<file path="src/rtl/uart_pkg.sv">
// Shared constants and types for the UART baud generator.
// Widths, reset divisor and the run/restart mode shared by the baud generator files.
package uart_pkg;

  localparam int DFLT_INT_W      = 16;
  localparam int DFLT_FRAC_W     = 4;
  localparam int DFLT_OVERSAMPLE = 16;
  localparam int RST_INT         = 325;
  localparam int RST_FRAC        = 8;
  localparam int PH_W            = $clog2(DFLT_OVERSAMPLE);

  typedef enum logic {
    MODE_RESTART = 1'b0,
    MODE_COUNT   = 1'b1
  } mode_e;

endpackage

</file>
<file path="src/rtl/baud_frac_acc.sv">
// Fractional phase accumulator: adds the fractional divisor once per oversample period.
// The carry out stretches the following period by one clock.
module baud_frac_acc
  import uart_pkg::*;
#(
  parameter int FRAC_W = DFLT_FRAC_W
) (
  input  logic              clk,
  input  logic              reset,
  input  logic              clear_i,
  input  logic              step_i,
  input  logic [FRAC_W-1:0] frac_i,
  output logic              carry_o
);

  logic [FRAC_W-1:0] acc_q;
  logic [FRAC_W:0]   sum;

  assign sum     = {1'b0, acc_q} + {1'b0, frac_i};
  assign carry_o = sum[FRAC_W];

  always_ff @(posedge clk or posedge reset) begin
    if (reset) begin
      acc_q <= '0;
    end else if (clear_i) begin
      acc_q <= '0;
    end else if (step_i) begin
      acc_q <= sum[FRAC_W-1:0];
    end
  end

endmodule

</file>
<file path="src/rtl/baud_gen_prog.sv">
// Programmable fractional baud generator: oversample, mid-bit and bit-end ticks.
// New divisors wait in a shadow register and are committed only at a bit boundary.
module baud_gen_prog
  import uart_pkg::*;
#(
  parameter int INT_W      = DFLT_INT_W,
  parameter int FRAC_W     = DFLT_FRAC_W,
  parameter int OVERSAMPLE = DFLT_OVERSAMPLE,
  parameter int DEF_INT    = RST_INT,
  parameter int DEF_FRAC   = RST_FRAC,
  localparam int PHASE_W   = $clog2(OVERSAMPLE)
) (
  input  logic               clk,
  input  logic               reset,
  input  logic               enable,
  input  logic               resync,
  input  logic               cfg_wr,
  input  logic [INT_W-1:0]   cfg_int,
  input  logic [FRAC_W-1:0]  cfg_frac,
  output logic               cfg_busy,
  output logic               cfg_err,
  output logic               os_tick,
  output logic               mid_tick,
  output logic               baud_tick,
  output logic [PHASE_W-1:0] os_phase
);

  typedef struct packed {
    logic [INT_W-1:0]  int_v;
    logic [FRAC_W-1:0] frac_v;
  } cfg_t;

  localparam logic [INT_W-1:0]   MIN_INT   = INT_W'(2);
  localparam logic [PHASE_W-1:0] PH_LAST   = PHASE_W'(OVERSAMPLE - 1);
  localparam logic [PHASE_W-1:0] PH_PREMID = PHASE_W'(OVERSAMPLE / 2 - 1);
  localparam cfg_t               RST_CFG   = '{int_v: INT_W'(DEF_INT), frac_v: FRAC_W'(DEF_FRAC)};

  logic [INT_W-1:0]   cnt_q, cnt_d;
  logic [PHASE_W-1:0] phase_q, phase_d;
  cfg_t               act_q, act_d;
  cfg_t               shd_q, shd_d;
  logic               busy_q, busy_d;
  logic               err_q, err_d;
  logic               os_tick_q, os_tick_d;
  logic               mid_tick_q, mid_tick_d;
  logic               baud_tick_q, baud_tick_d;

  mode_e              mode;
  logic               wrap;
  logic               bit_end;
  logic               commit;
  logic               carry;
  logic [INT_W-1:0]   nxt_int;
  cfg_t               wr_cfg;

  baud_frac_acc #(
    .FRAC_W (FRAC_W)
  ) u_acc (
    .clk     (clk),
    .reset   (reset),
    .clear_i (mode == MODE_RESTART),
    .step_i  (wrap),
    .frac_i  (act_q.frac_v),
    .carry_o (carry)
  );

  always_comb begin
    mode    = (!enable || resync) ? MODE_RESTART : MODE_COUNT;
    wrap    = (mode == MODE_COUNT) && (cnt_q == '0);
    bit_end = wrap && (phase_q == PH_LAST);
    // Committing on the reload edge lets the new divisor govern the very next period.
    commit  = busy_q && ((mode == MODE_RESTART) || bit_end);
    nxt_int = commit ? shd_q.int_v : act_q.int_v;

    wr_cfg.int_v  = (cfg_int < MIN_INT) ? MIN_INT : cfg_int;
    wr_cfg.frac_v = cfg_frac;

    act_d  = commit ? shd_q : act_q;
    shd_d  = cfg_wr ? wr_cfg : shd_q;
    busy_d = cfg_wr ? 1'b1 : (commit ? 1'b0 : busy_q);
    err_d  = cfg_wr && (cfg_int < MIN_INT);

    cnt_d       = cnt_q;
    phase_d     = phase_q;
    os_tick_d   = 1'b0;
    mid_tick_d  = 1'b0;
    baud_tick_d = 1'b0;

    if (mode == MODE_RESTART) begin
      cnt_d   = nxt_int - INT_W'(1);
      phase_d = '0;
    end else if (wrap) begin
      cnt_d       = nxt_int - INT_W'(1) + INT_W'(carry);
      phase_d     = phase_q + PHASE_W'(1);
      os_tick_d   = 1'b1;
      mid_tick_d  = (phase_q == PH_PREMID);
      baud_tick_d = (phase_q == PH_LAST);
    end else begin
      cnt_d = cnt_q - INT_W'(1);
    end
  end

  always_ff @(posedge clk or posedge reset) begin
    if (reset) begin
      cnt_q       <= INT_W'(DEF_INT - 1);
      phase_q     <= '0;
      act_q       <= RST_CFG;
      shd_q       <= RST_CFG;
      busy_q      <= 1'b0;
      err_q       <= 1'b0;
      os_tick_q   <= 1'b0;
      mid_tick_q  <= 1'b0;
      baud_tick_q <= 1'b0;
    end else begin
      cnt_q       <= cnt_d;
      phase_q     <= phase_d;
      act_q       <= act_d;
      shd_q       <= shd_d;
      busy_q      <= busy_d;
      err_q       <= err_d;
      os_tick_q   <= os_tick_d;
      mid_tick_q  <= mid_tick_d;
      baud_tick_q <= baud_tick_d;
    end
  end

  assign cfg_busy  = busy_q;
  assign cfg_err   = err_q;
  assign os_tick   = os_tick_q;
  assign mid_tick  = mid_tick_q;
  assign baud_tick = baud_tick_q;
  assign os_phase  = phase_q;

endmodule

</file>
<file path="config.mk">
export PLATFORM = sky130hd
export DESIGN_NAME = baud_gen_prog
export DESIGN_NICKNAME = d
export VERILOG_FILES = /design/src/rtl/uart_pkg.sv /design/src/rtl/baud_frac_acc.sv /design/src/rtl/baud_gen_prog.sv
export SDC_FILE = /design/constraint.sdc
export NUM_CORES = 1
export LEC_CHECK = 0
export ABC_AREA = 1
export CORE_MARGIN = 2
export CORE_UTILIZATION = 60
export CTS_BUF_LIST = sky130_fd_sc_hd__clkbuf_4
export DETAILED_ROUTE_END_ITERATION = 8
export GPL_TIMING_DRIVEN = 0
export PLACE_DENSITY = 0.9
export SLEW_MARGIN = 10
export SYNTH_ARGS = -nofsm -noshare
export SYNTH_HDL_FRONTEND = slang
export SYNTH_HIERARCHICAL = 1
export SYNTH_SLANG_ARGS = --single-unit
</file>
<file path="constraint.sdc">
create_clock -name clk -period 5.9 [get_ports clk]
set_clock_uncertainty 0.05 [all_clocks]
set_input_delay 1.18 -clock clk [delete_from_list [all_inputs] [get_ports clk]]
set_output_delay 1.18 -clock clk [all_outputs]
set_load 0.05 [all_outputs]
</file>
# Word-level counts from Yosys, hierarchy flattened
# Index checks and enable logic that the tools add are counted.
totals:
  ff_bits: 69
  latch_bits: 0
  mem_bits_rw: 0
  rom_bits: 0
  inputBits: 25
  output_inout_bits: 9
  wordCells: 47
  memories: 0
classes:
  addsub: 5
  mul: 0
  div_mod_pow: 0
  n_lt_le_gt_ge: 1
  eq_ne: 2
  n_shift: 0
  mux: 17
  bitwise: 0
  reduce_logical: 10
ops:
  columns: ["operator", "count"]
  rows:
  - ["$mux W16", 4]
  - ["$sub A16 B1 Y16 const B", 2]
  - ["$add A16 B1 Y16", 1]
  - ["$logic_not A16 Y1", 1]
  - ["$lt A16 B2 Y1 const B", 1]
  - ["$mux W4", 4]
  - ["$mux W1", 9]
  - ["$add A4 B4 Y5", 1]
  - ["$add A4 B1 Y4 const B", 1]
  - ["$eq A4 B3 Y1 const B", 1]
  - ["$eq A4 B4 Y1 const B", 1]
  - ["$logic_and A1 B1 Y1", 4]
  - ["$reduce_bool A2 Y1", 2]
  - ["$logic_or A1 B1 Y1", 2]
  - ["$logic_not A1 Y1", 1]

# Depth between registers and ports, before layout
# Gate-level depths: netlist of run 1.
logic_depth:
  depth_word: 12
  ltp_mapped: 26
  depth_no_buf: 25

# By module
# Netlist of run 1, hierarchy kept.
modules_own_cells:
  columns: ["mod", "instances", "cells_per_inst", "area_each_um2", "seq_area_each_um2"]
  rows:
  - ["baud_gen_prog", 1, 548, 4176.5, 1642.8]
  - ["baud_frac_acc", 1, 33, 295.3, 100.1]

# Worst setup path before layout of run 1
# OpenSTA, ideal clock, no wires.
synth_path:
  kind: "in2reg"
  start: "input port enable"
  end: "register cnt_q[15]"
  setup_time_ps: 116
  t_arrival_ps: 3385
  required_time_ps: 5734
  setup_slack_ps: 2349
  stages: 24
  path_buffers: 1
  path_cell_list: "inv_1 > nor2_2 > inv_2 > o21bai_4 > nand2_4 > buf_6 > nand2_2 > nand2_4 > ha_1 > inv_1 > nand3_1 > nand2_1 > nor2_1 > inv_1 > nor2_1 > nand2_1 > nor2_1 > nand2_2 > nor2_2 > nand2_1 > nand2_1 > nand2_1 > nand2_1 > nand2_1"
synth_between:
  elab_chain_len: 12
synth_lines:
  columns: ["element", "line", "text"]
  rows:
  - ["from (decl)", "baud_gen_prog.sv:15", "input logic enable,"]
  - ["$logic_not A1 Y1 *", "baud_gen_prog.sv:68", "mode = (!enable || resync) ? MODE_RESTART : MODE_COUNT;"]
  - ["$logic_or A1 B1 Y1 *", "baud_gen_prog.sv:68", null]
  - ["$mux W1", "baud_gen_prog.sv:68", null]
  - ["$logic_and A1 B1 Y1", "baud_gen_prog.sv:69", "wrap = (mode == MODE_COUNT) && (cnt_q == '0);"]
  - ["$logic_and A1 B1 Y1", "baud_gen_prog.sv:70", "bit_end = wrap && (phase_q == PH_LAST);"]
  - ["$logic_or A1 B1 Y1", "baud_gen_prog.sv:72", "commit = busy_q && ((mode == MODE_RESTART) || bit_end);"]
  - ["$logic_and A1 B1 Y1", "baud_gen_prog.sv:72", null]
  - ["$mux W16", "baud_gen_prog.sv:73", "nxt_int = commit ? shd_q.int_v : act_q.int_v;"]
  - ["$sub A16 B1 Y16", "baud_gen_prog.sv:90, baud_gen_prog.sv:93", null]
  - ["$add A16 B1 Y16", "baud_gen_prog.sv:93", "cnt_d = nxt_int - INT_W'(1) + INT_W'(carry);"]
  - ["$mux W16", "baud_gen_prog.sv:92", "end else if (wrap) begin"]
  - ["$mux W16 *", "baud_gen_prog.sv:89", "if (mode == MODE_RESTART) begin"]
  - ["named net cnt_d[15]", "baud_gen_prog.sv:38", "logic [INT_W-1:0] cnt_q, cnt_d;"]
  - ["to (signal assigned)", "baud_gen_prog.sv:105", "cnt_q <= INT_W'(DEF_INT - 1);"]
  - ["to (signal assigned)", "baud_gen_prog.sv:115", "cnt_q <= cnt_d;"]
  - ["to (decl)", "baud_gen_prog.sv:38", null]
# Mark *: on every way through the listed nets, which the timed path passes. The rest lies on a longest branch.
# A chain may end at the register's enable or synchronous reset.

# Worst setup path in the final report of run 1
# Same ends and word-level chain as after synthesis.

==> results.py, run 1 <==
metrics = {
    "synthesis": {
        "yosys.cell_types.count": 43,
        "yosys-top-cells-area": "dfrtp_1 (31%), nand2_1 (11%), dfstp_2 (7.6%)",
        "synth_top_area_share_pct": 31.3,
        "avgSynthCellArea_um2": 7.70,
        "syn_inst": 581,
        "synth_warnings": 6,
        "yosysTopAreaCell": "dfrtp_1",
        "synthArstFlopShare_pct": 100,
        "synth-edff-count": 0,
        "synth_area_um2": 4470,
        "synth-seq-cells": 69,
        "synthesis.nets": 617,
        "synth_ff_type": "dfrtp_1",
        "synth.yosys.seq_area_share_pct": 39.0,
    },
    "clock_network": {
        "cts_buffers": 9,
        "postCtsSetupBuffers": 0,
        "cts_num_sinks": 69,
        "clkLatencyLatePin_ps": 430,
        "cts-root-buf": "clkbuf_4",
        "ctsHoldBuffers": 0,
        "cts_tree": "yes",
        "cts.path.max_buffers": 2,
        "ctsHtreeMaxLevel": 3,
        "clk_pin_slew_worst_paths_ps": 110,
        "ctsResizeCount": 0,
    },
    "global_routing": {
        "grtUsageTotal_pct": 25.8,
        "grt_max_degree": 66,
        "grt_first_pass_wirelength_mm": 17.1,
        "grt_antenna_before_repair": 0,
        "grt_pass1_vias": 3911,
        "overflow": 0,
    },
    "outcome": {
        "outcome": "finished clean",
    },
    "layout": {
        "nets": 660,
        "diodes": 0,
        "most-common-layout-cells": "nand2_1 (133), inv_1 (82), dfrtp_1 (56)",
        "final_util_pct": 70.0,
        "final_layout_size_suffix_gt1_share_pct": 17.8,
        "design_area_um2": 5080,
        "syn2layout_area_growth_pct": 13.5,
        "layout.cells.most_common": "nand2_1",
    },
    "timing": {
        "worst_slack_ps": 1780,
        "slew_headroom_pct": 47.8,
        "holdWs_ps": 458,
        "final_hold_viol_count": 0,
        "slew_viol_final": 0,
        "finalSetupTns_ps": 0,
        "min_period_ps": 4120,
        "tightest_slew_ps": 783,
        "period_share_pct": 69.9,
        "finalSetupViolCount": 0,
        "rsz0062_at_grt": "false",
        "max_freq_mhz": 243,
    },
    "run": {
        "cap_violations": 0,
    },
    "routing": {
        "vias_per_cell": 5.34,
        "wl_per_cell_um": 13.6,
        "wl_mm": 9.88,
        "drt_iter0_markers": 142,
        "drc": 0,
        "first_pass_iters": 5,
        "vias": 3884,
        "ant_nets": 0,
    },
    "power_and_ir_drop": {
        "sw_frac_of_total_pct": 34.8,
        "peakVddDrop_uv": 183,
        "seqPwrFrac_pct": 45.1,
        "power.internal_uw": 826,
        "p_comb_share_pct": 27.7,
        "p_leak_uw": 0.00241,
        "clkPwrFrac_pct": 27.2,
        "p_sw_uw": 441,
        "power_density_nw_per_um2": 250,
    },
    "floorplanning": {
        "die_y_um": 90.3,
        "core_um2": 7250,
        "initial_core_util_pct": 61.7,
        "dieArea_um2": 8160,
        "fp.dieW_um": 90.3,
        "rows": 31,
        "ioPinCount": 34,
    },
    "min_path": {
        "hold_depth": 2,
        "hold_path.class": "reg -> reg",
        "min_from": "shd_q[18]",
        "hold_path_end": "shd_q[18]",
    },
    "placed_design": {
        "portBuffers": 32,
        "place_area_um2": 4920,
        "place_congestion": 0.872,
        "place_hpwl_mm": 7.59,
        "dp_worst_setup_slack_ps": 1400,
    },
    "worst_setup_path": {
        "critical_path_class": "in -> reg",
        "required_ps": 6160,
        "cp.arrival_ps": 4380,
        "r2r_end": "cnt_q[12]",
        "worstReg2RegStart": "cnt_q[0]",
        "reg2regPathDepth": 24,
        "worstPathMaxFanout": 10,
        "startpoint_type": "input pin",
        "rrSetupSlack_ps": 2440,
        "endpoint_kind": "flip-flop",
    },
}
## state kept, by name, indices dropped and copies added (netlist names)
name         cells
act_q           20
baud_tick        1
cfg_busy         1
cfg_err          1
cnt_q           16
mid_tick         1
os_phase         4
os_tick          1
shd_q           20
u_acc/acc_q      4
## power by group through the flow
stage | Sequential (uW) | Clock [uW] | Combinational (uW)
after global routing | 577 | 371 | 394
after CTS | 572 | 347 | 349
after global placement | 577 | 0 | 329
after detailed placement | 580 | 0 | 344
final | 572 | 344 | 351
after floorplan | 573 | 0 | 266
## kinds of logic after synthesis
family | count (synthesis) | share of synthesized area, %
AO/OA/AOI/OAI | 75 | 10.7
XOR/XNOR | 16 | 3.13
flip-flops | 69 | 39.0
adder cells (fa/ha/maj) | 11 | 3.25
buffers and inverters | 103 | 9.21
AND/OR/NAND/NOR | 307 | 34.8
## worst max path at each step
stage / startpoint / end / slack, ps
CTS: enable / cnt_q[15] / 1790
global placement: enable / cnt_q[15] / 1490
detailed placement: enable / cnt_q[15] / 1400
global route: enable / cnt_q[12] / 1470
finish: enable / cnt_q[15] / 1780
floorplan: enable / cnt_q[15] / 2350
## through the flow
step	cells	total power (uW)
after global placement	712	906
final	728	1270
after global routing	728	1340
after floorplan	581	839
after CTS	728	1270
after detailed placement	712	924
## cell usage after synthesis (7+ instances only)
cell type and instances:
xor2_1 8, o21ai_0 36, dfstp_2 13, a21oi_1 8, clkbuf_1 7, nand4_1 11
xnor2_1 8, dfrtp_1 56, nand3_2 8, ha_1 10, nand2_2 34, inv_1 83
nand3_1 46, nor2_1 36, nand2_1 133, nor2_2 12
## critical path: stages
cell	delay, ps
clkdlybuf4s50_1	450
inv_1	40
nor2_2	210
inv_2	150
o21bai_4	260
nand2_4	160
buf_6	180
nand2_2	80
nand2_4	110
ha_1	290
inv_1	70
nand3_1	80
nand2_1	110
nor2_1	170
inv_1	80
nor2_1	110
nand2_1	60
nor2_1	120
nand2_2	80
nor2_2	100
nand2_1	50
nand2_1	60
nand2_1	60
nand2_1	60
nand2_1	50
## metal layers
metal  routed length [um]  GRT usage, %  up-vias
met5                    0             0        -
met4                  335          11.8        0
met3                  445          4.26       30
met2                 4860          44.5      107
met1                 4240          31.7     1787
li1                     -             -     1960
## final cells by class
class | instances | area [um^2]
Multi-Input combinational cell | 409 | 2320
Fill cell | 599 | 2180
Sequential cell | 69 | 1740
Inverter | 90 | 340
Timing Repair Buffer | 32 | 320
Tap cell | 99 | 124
Clock inverter | 7 | 90.1
Buffer | 13 | 73.8
Clock buffer | 9 | 67.6
Note: power is estimated with default switching activity, not from simulation.
==> run 2, diff against run 1 <==
- clock period: 5.9 -> 3.8 ns (I/O delays scaled with it)
==> results.py, run 2 (synthesis gave the netlist of run 1 again) <==
metrics = {
    "placed_design": {
        "place_congestion": 0.872,
        "place_hpwl_mm": 7.59,
        "portBuffers": 32,
        "place_area_um2": 4920,
    },
    "run": {
        "cap_violations": 0,
    },
    "layout": {
        "syn2layout_area_growth_pct": 13.9,
        "layout.cells.most_common": "nand2_1",
        "most-common-layout-cells": "nand2_1 (133), inv_1 (82), dfrtp_1 (56)",
        "nets": 661,
        "final_layout_size_suffix_gt1_share_pct": 18.3,
        "diodes": 0,
        "reg_top3": "act_q (20), shd_q (20), cnt_q (16)",
        "design_area_um2": 5090,
    },
    "clock_network": {
        "cts_num_sinks": 69,
        "cts-root-buf": "clkbuf_4",
        "clk_pin_slew_worst_paths_ps": 110,
        "clkLatencyLatePin_ps": 430,
        "cts.path.max_buffers": 2,
        "cts_tree": "yes",
        "ctsHoldBuffers": 0,
        "cts_buffers": 9,
        "ctsHtreeMaxLevel": 3,
    },
    "timing": {
        "max_freq_mhz": 283,
        "slew_viol_final": 0,
        "period_share_pct": 92.8,
        "tightest_slew_ps": 777,
        "finalSetupViolCount": 0,
        "slew_headroom_pct": 48.2,
        "final_hold_viol_count": 0,
        "min_period_ps": 3530,
        "holdWs_ps": 458,
    },
    "worst_setup_path": {
        "cp.arrival_ps": 3790,
        "startpoint_type": "input pin",
        "critical_path_class": "in -> reg",
        "rrSetupSlack_ps": 460,
        "slowest_stage": "clkdlybuf4s50_1",
        "cpPeakStageDelay_ps": 450,
        "crit_path_frequent_cell": "nand2_1",
        "worstPathMaxFanout": 10,
        "endpoint_kind": "flip-flop",
        "required_ps": 4060,
    },
    "routing": {
        "drc": 0,
        "wl_mm": 9.98,
        "ant_nets": 0,
        "first_pass_iters": 5,
        "wl_per_cell_um": 13.7,
        "drt_iter0_markers": 142,
        "vias": 3918,
        "vias_per_cell": 5.37,
    },
    "power_and_ir_drop": {
        "power_density_nw_per_um2": 387,
        "peakVddDrop_uv": 284,
        "p_leak_uw": 0.00241,
        "power_uw": 1970,
    },
    "floorplanning": {
        "fp.dieW_um": 90.3,
        "die_y_um": 90.3,
        "core_um2": 7250,
        "ioPinCount": 34,
        "dieArea_um2": 8160,
        "initial_core_util_pct": 61.7,
        "rows": 31,
    },
    "global_routing": {
        "grt_pass1_vias": 3911,
        "grt_max_degree": 66,
        "grt_antenna_before_repair": 0,
        "overflow": 0,
        "grt_first_pass_wirelength_mm": 17.1,
        "grtUsageTotal_pct": 25.8,
    },
    "outcome": {
        "outcome": "finished clean",
    },
    "min_path": {
        "hold_path.class": "reg -> reg",
    },
}
==> run 2: power by group <==
part           switching (uW)  leakage [uW]  internal (uW)
Combinational             363       0.00150            188
Clock                     272     0.0000850            263
Sequential               55.0      0.000827            833
Total                     690       0.00241           1280
==> run 2: path summary, 6_finish.rpt <==
| kind | from | to | cells past startpoint |
|---|---|---|---|
| setup / recovery | enable | cnt_q[15] | 25 |
| hold / removal | shd_q[18] | shd_q[18] | 2 |
| setup reg to reg | cnt_q[0] | cnt_q[15] | 25 |
| max in group asynchronous | reset | act_q[5] | 2 |
| min in group asynchronous | reset | u_acc/acc_q[1] | 2 |
| hold reg to reg | shd_q[18] | shd_q[18] | 2 |
==> run 2: per-stage QoR <==
step | worst slack [ps] | TNS [ps] | cells | utilization, %
3_3_place_gp | -186 | -848 | 712 | 67.8
6_report | 272 | 0 | 729 | 70.2
3_5_place_dp | -276 | -1730 | 712 | 67.8
2_1_floorplan | 546 | 0 | 581 | -
4_1_cts | 111 | 0 | 728 | 70.0
5_1_grt | -8.74 | -8.74 | 729 | 70.2
==> run 2: worst max-delay path: cells and delay by family <==
kind | cells | cell delay, ps
AOI/OAI and AO/OA | 1 | 240
and+or+nand+nor | 17 | 1590
buffers and inverters | 6 | 920
adders and majority gates | 1 | 260
==> run 2: timing repair <==
| action | 4_1_cts | 5_1_grt |
|---|---|---|
| endpoints found under the setup margin | 0 | 6 |
| gates resized for setup | 0 | 3 |
| buffers inserted | 0 | 1 |
==> run 2: area by class of cell <==
cell class              count  area (um^2)
fillers                   595         2160
well taps                  99          124
clock inverters             7         90.1
clock buffers               9         67.6
flip-flops and latches     69         1740
inverters                  90          340
multi-input cells         409         2330
plain buffers              13         73.8
repair buffers             33          328
==> run 2: metal layers <==
metal	routed length, um	track usage [%]
met5	0	0
met4	274	11.8
met3	391	4.26
met2	4980	44.5
met1	4340	31.7
==> run 3, diff against run 2 <==
- CELL_PAD_IN_SITES_DETAIL_PLACEMENT: default -> 0
- CELL_PAD_IN_SITES_GLOBAL_PLACEMENT: default -> 1
- CORE_UTILIZATION: 60 -> 45
==> results.py, run 3 (synthesis gave the netlist of run 1 again) <==
metrics = {
    "global_routing": {
        "grt_pass1_vias": 3844,
        "grt_antenna_before_repair": 0,
        "grt_first_pass_wirelength_mm": 17.3,
        "grtUsageTotal_pct": 19.5,
        "grt_max_degree": 66,
        "overflow": 0,
    },
    "timing": {
        "slew_headroom_pct": 48.3,
        "period_share_pct": 91.4,
        "min_period_ps": 3470,
        "rsz0062_at_grt": "false",
        "worst_slack_ps": 329,
        "tightest_slew_ps": 776,
        "slew_viol_final": 0,
        "finalSetupViolCount": 0,
        "final_hold_viol_count": 0,
        "finalSetupTns_ps": 0,
        "max_freq_mhz": 288,
    },
    "worst_setup_path": {
        "required_ps": 4080,
        "critical_path_class": "in -> reg",
        "slowest_stage": "clkdlybuf4s50_1",
        "crit_family": "simple AND/OR/NAND/NOR gates",
        "rrSetupSlack_ps": 440,
        "crit_buf_inv": 7,
        "cpPeakStageDelay_ps": 450,
        "worstReg2RegStart": "cnt_q[0]",
        "r2r_end": "cnt_q[12]",
        "reg2regPathDepth": 24,
        "crit_chain": "clkdlybuf4s50_1 > inv_1 > nor2_4 > inv_2 > o21bai_4 > nand2_4 > buf_6 > nand2_2 > nand2_4 > ha_4 > inv_1 > ha_1 > inv_1 > nor2_1 > nand3_1 > nor2_2 > nand2_2 > nor2_2 > nand3_1 > nand2_1 > nand3_1 > nand2_1 > inv_1",
        "crit_path_frequent_cell": "inv_1",
        "endpoint_kind": "flip-flop",
        "cp.arrival_ps": 3750,
        "worstPathMaxFanout": 10,
        "startpoint_type": "input pin",
    },
    "layout": {
        "diodes": 0,
        "layout.cells.most_common": "nand2_1",
        "syn2layout_area_growth_pct": 15.0,
        "reg_top3": "act_q (20), shd_q (20), cnt_q (16)",
        "most-common-layout-cells": "nand2_1 (133), inv_1 (82), dfrtp_1 (56)",
        "final_layout_size_suffix_gt1_share_pct": 18.3,
        "nets": 660,
        "post_layout_nonfiller_instances": 762,
    },
    "floorplanning": {
        "fp.dieW_um": 104,
        "core_um2": 9730,
        "dieArea_um2": 10800,
        "ioPinCount": 34,
        "initial_core_util_pct": 46.0,
        "die_y_um": 104,
        "rows": 36,
    },
    "min_path": {
        "hold_path.class": "reg -> reg",
        "hold_path_end": "shd_q[18]",
        "min_from": "shd_q[18]",
        "hold_depth": 2,
    },
    "routing": {
        "wl_per_cell_um": 12.9,
        "drt_iter0_markers": 110,
        "wl_mm": 9.85,
        "vias": 3758,
        "ant_nets": 0,
        "first_pass_iters": 4,
        "vias_per_cell": 4.93,
        "drc": 0,
    },
    "clock_network": {
        "cts_buffers": 9,
        "postCtsSetupBuffers": 0,
        "ctsHtreeMaxLevel": 3,
        "cts_tree": "yes",
        "cts_num_sinks": 69,
        "cts-root-buf": "clkbuf_4",
        "cts.path.max_buffers": 2,
        "clk_pin_slew_worst_paths_ps": 110,
        "clkLatencyLatePin_ps": 430,
    },
    "power_and_ir_drop": {
        "p_leak_uw": 0.00241,
        "peakVddDrop_uv": 186,
        "power_density_nw_per_um2": 386,
    },
    "placed_design": {
        "place_congestion": 0.859,
        "place_inst": 746,
        "place_hpwl_mm": 7.62,
        "dp_worst_setup_slack_ps": -321,
        "portBuffers": 32,
    },
    "outcome": {
        "outcome": "finished clean",
    },
    "run": {
        "cap_violations": 0,
    },
}
==> run 3: changes by cell type in the layout (fill, tap and decap cells not counted), sizes merged <==
cell / previous run / this run
clkbuf: 16 / 17
buf: 7 / 6
clkinv: 7 / 4
clkinvlp: 0 / 2
==> run 3: timing repair <==
item,in CTS,in global routing
hold buffers,0,0
setup endpoints to repair,0,6
resized for setup,0,4
==> run 3: worst reg2reg max path: stages (launching register included) <==
cell      delay, ps
dfrtp_1         400
inv_1           100
ha_1            210
nand2_1          70
nor2_1          100
nand2_1         100
o21bai_4        250
nand2_4         140
buf_6           180
nand2_2          80
nand2_4          90
ha_4            250
inv_1            90
ha_1            150
inv_1            50
nor2_1          160
nand3_1         150
nor2_2          130
nand2_2          80
nor2_2          110
nand3_1          80
nand2_1          60
nand3_1          70
nand2_1          70
inv_1            40
==> run 3: layer usage <==
layer	wire length, um	part of all wire [%]	up-vias	GRT usage, %
met5	0	0	-	0
met4	140	1.4	0	6.66
met3	251	2.5	14	2.96
met2	4790	49	45	34.2
met1	4670	47	1747	24.4
li1	-	-	1952	-
==> run 3: per-stage QoR <==
| stage | util [%] | total power (uW) | hold slack (ps) | instance area [um^2] |
|---|---|---|---|---|
| 2_1_floorplan | - | 1300 | 387 | 4470 |
| 3_3_place_gp | 51.0 | 1420 | 411 | 4960 |
| 3_5_place_dp | 51.0 | 1430 | 417 | 4960 |
| 4_1_cts | 52.7 | 1990 | 444 | 5120 |
| 5_1_grt | 52.9 | 2120 | 456 | 5140 |
| 6_report | 52.9 | 1980 | 437 | 5140 |
==> run 3: area by class of cell <==
type	count	area (um^2)
repair buffers	32	320
flip-flops and latches	69	1740
clock buffers	10	75.1
clock inverters	6	87.6
inverters	90	340
multi-input cells	409	2340
well taps	133	166
plain buffers	13	73.8
fillers	976	4590
==> run 3: how the worst max path moves through the flow <==
stage / from / to / depth (start not counted)
after floorplan: os_phase[0] / cnt_q[12] / 21
after global placement: enable / cnt_q[15] / 25
after detailed placement: enable / cnt_q[15] / 25
after CTS: enable / cnt_q[15] / 25
after global routing: enable / cnt_q[15] / 25
final: enable / cnt_q[12] / 23
==> run 3: power breakdown <==
group          internal, uW  total [uW]  switching, uW
clock network           273         555            282
logic                   189         543            354
registers               832         886           53.8
